$ cat config.mk
export PLATFORM = sky130hd
export DESIGN_NAME = bin2bcd_seq
export DESIGN_NICKNAME = d
export VERILOG_FILES = /design/src/rtl/reaction_pkg.sv /design/src/rtl/bcd_add3.sv /design/src/rtl/bin2bcd_seq.sv
export SDC_FILE = /design/constraint.sdc
export NUM_CORES = 1
export LEC_CHECK = 0
export BUFFER_PORTS_ARGS = -buffer_cell sky130_fd_sc_hd__buf_2
export CAP_MARGIN = 20
export CORE_ASPECT_RATIO = 0.7
export CORE_MARGIN = 5
export CORE_UTILIZATION = 50
export CTS_BUF_LIST = sky130_fd_sc_hd__clkbuf_8
export DETAILED_ROUTE_END_ITERATION = 6
export PLACE_DENSITY = 0.71
export SKIP_LAST_GASP = 1
export SYNTH_ARGS = -nofsm -noshare
export SYNTH_HDL_FRONTEND = slang
export SYNTH_SLANG_ARGS = --single-unit
$ cat constraint.sdc
create_clock -name clk -period 3 [get_ports clk]
set_input_delay 0.6 -clock clk [delete_from_list [all_inputs] [get_ports clk]]
set_output_delay 0.6 -clock clk [all_outputs]
set_load 0.03 [all_outputs]
$ cat src/rtl/reaction_pkg.sv
// Shared types and constants for the sequential binary-to-BCD converter.
// Holds the FSM state encoding, default sizes and the BCD digit type.
package reaction_pkg;

   localparam int DEF_WIDTH  = 14;
   localparam int DEF_DIGITS = 4;

   typedef logic [3:0] bcd_digit_t;

   typedef enum logic [1:0] {
      IDLE,
      SHIFT,
      FINISH
   } state_t;

   function automatic logic [63:0] pow10(input int n);
      logic [63:0] r;
      r = 64'd1;
      for (int i = 0; i < n; i++) begin
         r = r * 64'd10;
      end
      return r;
   endfunction

endpackage

$ cat src/rtl/bcd_add3.sv
// Double-dabble digit correction: digits of 5 or more get +3 before the shift.
// Purely combinational.
module bcd_add3
   import reaction_pkg::*;
(
   input  bcd_digit_t din,
   output bcd_digit_t dout
);

   assign dout = (din >= 4'd5) ? bcd_digit_t'(din + 4'd3) : din;

endmodule

$ cat src/rtl/bin2bcd_seq.sv
// Sequential double-dabble converter; done pulses WIDTH+2 cycles after start is sampled, start ignored while busy.
// Define BIN2BCD_SATURATE_EN to clamp overflowing inputs to all nines (ovf is reported either way).
module bin2bcd_seq
   import reaction_pkg::*;
#(
   parameter int WIDTH  = DEF_WIDTH,
   parameter int DIGITS = DEF_DIGITS
) (
   input  logic                  clk,
   input  logic                  rst,
   input  logic                  start,
   input  logic [WIDTH-1:0]      bin_in,
   output logic                  busy,
   output logic                  done,
   output logic [4*DIGITS-1:0]   bcd_out,
   output logic                  ovf
);

   localparam int          BW      = 4 * DIGITS;
   localparam int          CW      = $clog2(WIDTH + 1);
   localparam logic [63:0] MAX_VAL = pow10(DIGITS) - 64'd1;

   state_t              state;
   state_t              state_nxt;
   logic [CW-1:0]       cnt;
   logic [BW+WIDTH-1:0] work;
   logic [BW-1:0]       bcd_adj;
   logic                ovf_cap;
   logic                last_shift;

   // BCD digits live above the binary bits so one left shift moves both.
   for (genvar g = 0; g < DIGITS; g++) begin : g_digit
      bcd_add3 u_add3 (
         .din  (work[WIDTH+4*g +: 4]),
         .dout (bcd_adj[4*g +: 4])
      );
   end

   assign last_shift = (cnt == CW'(1));
   assign busy       = (state != IDLE);

   always_comb begin
      state_nxt = state;
      case (state)
         IDLE:    if (start) state_nxt = SHIFT;
         SHIFT:   if (last_shift) state_nxt = FINISH;
         FINISH:  state_nxt = IDLE;
         default: state_nxt = IDLE;
      endcase
   end

   always_ff @(posedge clk or posedge rst) begin
      if (rst) begin
         state <= IDLE;
      end else begin
         state <= state_nxt;
      end
   end

   always_ff @(posedge clk or posedge rst) begin
      if (rst) begin
         work    <= '0;
         cnt     <= '0;
         ovf_cap <= 1'b0;
         done    <= 1'b0;
         bcd_out <= '0;
         ovf     <= 1'b0;
      end else begin
         done <= 1'b0;
         case (state)
            IDLE: begin
               if (start) begin
                  work    <= {{BW{1'b0}}, bin_in};
                  cnt     <= CW'(WIDTH);
                  ovf_cap <= (64'(bin_in) > MAX_VAL);
               end
            end
            SHIFT: begin
               // The top digit's carry falls off, leaving value mod 10^DIGITS.
               work <= {bcd_adj, work[WIDTH-1:0]} << 1;
               cnt  <= cnt - CW'(1);
            end
            FINISH: begin
               done <= 1'b1;
               ovf  <= ovf_cap;
`ifdef BIN2BCD_SATURATE_EN
               bcd_out <= ovf_cap ? {DIGITS{bcd_digit_t'(4'd9)}} : work[BW+WIDTH-1:WIDTH];
`else
               bcd_out <= work[BW+WIDTH-1:WIDTH];
`endif
            end
            default: ;
         endcase
      end
   end

endmodule
# Word level (Yosys, flattened, before mapping)
# Cells that the tools add are included.
[word_totals]
regBits = 55
latchBits = 0
ramBits = 0
mem_bits_ro = 0
in_bits = 17
word_cells = 40
mem_count = 0
[op_classes]
addsub = 5
mul = 0
div_mod_pow = 0
order_cmp = 5
n_eq_ne = 5
shift = 0
n_mux = 12
bitwise = 0
reduce_logical = 6
[ops]
columns = ["op", "count"]
rows = [
  ["$pmux W30 S2", 1],
  ["$mux W30", 1],
  ["$ge A4 B3 Y1 const B", 4],
  ["$mux W4", 4],
  ["$gt A14 B14 Y1 const B", 1],
  ["$add A4 B2 Y4 const B", 3],
  ["$pmux W4 S2", 1],
  ["$reduce_and A2 Y1", 3],
  ["$eq A4 B1 Y1 const B", 1],
  ["$mux W2", 2],
  ["$ne A2 B2 Y1 const B", 2],
  ["$pmux W2 S2", 1],
  ["$reduce_bool A2 Y1", 2],
  ["$sub A4 B1 Y4 const B", 1],
  ["$add A3 B2 Y3 const B", 1],
  ["$mux W3", 1],
  ["$eq A2 B1 Y1 const B", 1],
  ["$eq A2 B2 Y1 const B", 1],
  ["$logic_not A2 Y1", 1],
  ["$mux W1", 1],
]

# Logic depth before layout (Yosys ltp)
[depth]
ltp_word = 3
depth_mapped = 6

# Cells and area by module
# A second synthesis with hierarchy kept.
[unflattened]
hier_cells = 302
hier_area_um2 = 2651.3
[by_module_without_submodules]
columns = ["module", "n_inst", "cells_each", "area_each_um2"]
rows = [
  ["bin2bcd_seq", 1, 238, 2245.9],
  ["bcd_add3", 4, 16, 101.3],
]

# Least setup slack after synthesis
# OpenSTA, ideal clock, no wires.
[synth_timing]
kind = "reg2reg"
startpoint = "register work[18]"
endpoint = "register work[20]"
t_arrival_ps = 1429
setup_slack_ps = 1489
stages_incl_launch_ff = 7
n_path_buf = 0
synth_period_minus_slack_ps = 1511
cell_sequence = "dfrtp_1 > inv_1 > ha_1 > nand2b_1 > a21oi_1 > mux2_2 > o21ai_0"
[synth_via]
elab_chain_cells = 3
[synth_lines]
columns = ["item", "line", "rtl"]
rows = [
  ["start: declaration", "bin2bcd_seq.sv:26", "logic [BW+WIDTH-1:0] work;"],
  ["start signal: assignment", "bin2bcd_seq.sv:73", "work <= {{BW{1'b0}}, bin_in};"],
  ["start signal: assignment", "bin2bcd_seq.sv:80", "work <= {bcd_adj, work[WIDTH-1:0]} << 1;"],
  ["$add A4 B2 Y4 / $ge A4 B3 Y1 (equally long branches)", "bcd_add3.sv:10", "assign dout = (din >= 4'd5) ? bcd_digit_t'(din + 4'd3) : din;"],
  ["$mux W4 *", "bcd_add3.sv:10", ""],
  ["$pmux W30 S2 *", "bin2bcd_seq.sv:70", "case (state)"],
]
# Every way passes the cells marked *; elsewhere a longest branch is shown, timed or not.
# A chain may end at the register's enable or synchronous reset.

# Worst setup path in the final report
[layout_timing]
startpoint = "register state[1]"
endpoint = "output port busy"
[layout_via]
elab_chain_cells = 1
[layout_lines]
columns = ["item", "line", "rtl"]
rows = [
  ["start: declaration", "bin2bcd_seq.sv:23", "state_t state;"],
  ["start signal: assignment", "bin2bcd_seq.sv:56", "state <= state_nxt;"],
  ["$reduce_bool A2 Y1", "bin2bcd_seq.sv:40", "assign busy = (state != IDLE);"],
  ["end: declaration", "bin2bcd_seq.sv:13", "output logic busy,"],
]
# No other way between the ends.

==> run metrics <==
status=complete, no violations; Initial Util=0.528; RSZ-0062 raised after global routing=false; Distinct cells, synth=33; Post-synth EDFFs=0; crit path kind=flip-flop to primary output; DRT antenna net count=0; highest metal used=met4; ys async rst share=1.00; ratio of final minimum period to clock period=0.610; mapped cell area=~0.0026 sq mm; register area share after synthesis=0.533; H-tree depth=2; Total Power=3.09 mW; flop-to-flop setup slack=1300 ps; met2 wire len=between 2000 and 2500 um; Final Hold Vio Count=0; Yosys top cell by area=dfrtp_1; mean post-synth cell area=approximately 11 sq um; CP cell instances=or2_2 -> buf_2; synthesis-to-layout area growth=11.2%; slowest cell delay on critical path=between 400 and 500 ps; DRT met1 WL=2350 um; TritonCTS Buffers=5; global-route usage over all layers=0.155; Crit. End Element=primary output; Worst Skew=3.62 ps; I/O Buffers=35; grt total ovfl=0; most instantiated cells after synthesis=55 x dfrtp_1, 32 x nand2_1, 18 x mux2_2, 16 x o21ai_0, 15 x nand3_1; Main synth FF type=dfrtp_1; initial DRC count=93; crit path time final=1830 ps; top-count cell post-synth=dfrtp_1; Clock Pin Slew Worst Setup and Hold Paths=80 ps; Final Max Slew Viols=0; DRC=0; Post-CTS Setup Bufs=0; Final #Nets=a little over 300; vias in the first global route=1,794; initial antenna violation count=0; core area=0.00489 sq mm; worst r2r src=state[1]; Root Buffer=clkbuf_8; Slew headroom=0.556; clk_lat worst skew=300 ps; CP startpoint kind=flip-flop; Leak=1.33 nW; flops & latches, synth=55; Setup TNS=0 ps; post_cts resized=0; worst r2r path cells=4; clk buf depth=2; Synth Net Count=271; n_diodes=0; post-DR wirelength/cell=13.4 um; Reg area=0.00138 sq mm; worst min path class=primary input to asynchronous set/reset pin; largest net degree at the start of global routing=56; Fmax achieved=roughly 550 MHz; I/O pins=36; GP Congestion=slightly above 0.7; Power Density=1080 mW/mm^2; worst slew pin tran=~670 ps; Post-CTS Hold Buffers=0; critical path peak fanout=5; required time worst endpoint=2400 ps; Die Ht=approximately 70 um; Routed WL=between 4000 and 5000 um; Worst path top cell family by delay=flip-flops; share of the synthesized area in the top cell type=0.533; share of cells above drive strength 1=0.244; Initial DRT Pass Iterations=4; Worst EP arrival=~1200 ps; Critical R2R Capture=work[21]; Die X=about 96 um; clk sinks=55; synthesized instance count=approximately 240; VDD IR max=0.444 mV; vias post-DR=1,796; YS warnings=0; Setup-failing EPs final=0; Buf/Inv on CP=1; max cap viols=0; Die ar.=0.00672 sq mm; Post-DP HPWL=3210 um; vias per cell=5.22; largest cells by area after synthesis=dfrtp_1 53%, mux2_2 7.9%, ha_1 4.8%; Slowest-stage cell, CP=dfrtp_1; first-pass GRT wire length=8270 um; Fillers=437; number of placement rows=21; CTS tree=done; Routed met3 length=approximately 180 um; footprint of the multi-input gates=0.00108 sq mm
[registers in the layout (all words and copies together), names as in the netlist]
register / cells
ovf_cap: 1
cnt: 4
done: 1
state: 2
ovf: 1
work: 30
bcd_out: 16
[placed cells by master (no fill, tap or decap), drive strengths merged, types with 2 or more instances in the layout]
cell	count
buf	39
xnor2	5
dfrtp	55
o21ai	16
mux2	21
o31ai	6
clkbuf	5
inv	13
nor3b	3
nand3	15
nand2	33
nor2	14
ha	10
a21oi	7
nor4	2
a31oi	12
nand2b	5
a32o	4
[worst max path at each step]
stage | from | end | slack [ps] | depth (start not counted)
floorplan | rst | bcd_out[0] | 1060 | 1
global placement | start | work[18] | 1070 | 5
detailed placement | start | work[18] | 1050 | 5
CTS | state[1] | busy | 1150 | 2
global route | work[18] | work[20] | 1090 | 6
finish | state[1] | busy | 1170 | 2
[worst min-delay path: cells and delay by family]
| kind | cells | cell delay, ps |
|---|---|---|
| buffers and inverters | 3 | 660 |
[metal layers]
metal / vias to the layer above / GRT usage
met2: 26 / 0.222
met5: - / 0
met4: 0 / 0.0505
met1: 857 / 0.228
met3: 5 / 0.0386
li1: 908 / -
[layout make-up]
class,count,share of cell area
sequential,55,0.480
multi-input combinational,163,0.378
timing repair buffer,39,0.0715
tap,69,0.0301
clock buffer,5,0.0240
inverter,12,0.0157
clock inverter,1,0.00131
[cell families (layout without fill, tap and decap cells)]
group | count (synthesis) | count (layout) | share of synthesized area
AND/OR/NAND/NOR | 78 | 78 | 0.143
flip-flops | 55 | 55 | 0.533
AO/OA/AOI/OAI | 48 | 48 | 0.116
buffers and inverters | 26 | 57 | 0.0475
multiplexers | 21 | 21 | 0.0916
adder cells (fa/ha/maj) | 10 | 10 | 0.0485
XOR/XNOR | 6 | 6 | 0.0204
[metrics by stage]
stage          worst slack, ps  hold slack [ps]  instances  utilization  instance area, sq um
2_1_floorplan             1060              441        244            -                  2580
3_3_place_gp              1070              465        338        0.572                  2800
3_5_place_dp              1050              472        338        0.572                  2800
4_1_cts                   1150              493        344        0.587                  2870
5_1_grt                   1090              524        344        0.587                  2870
6_report                  1170              470        344        0.587                  2870
[where the power goes]
part / switching, mW / internal [mW]
clock network: 0.208 / 0.153
registers: 0.246 / 1.07
logic: 0.833 / 0.578
total: 1.29 / 1.81
Note: power is estimated with default switching activity, not from simulation.
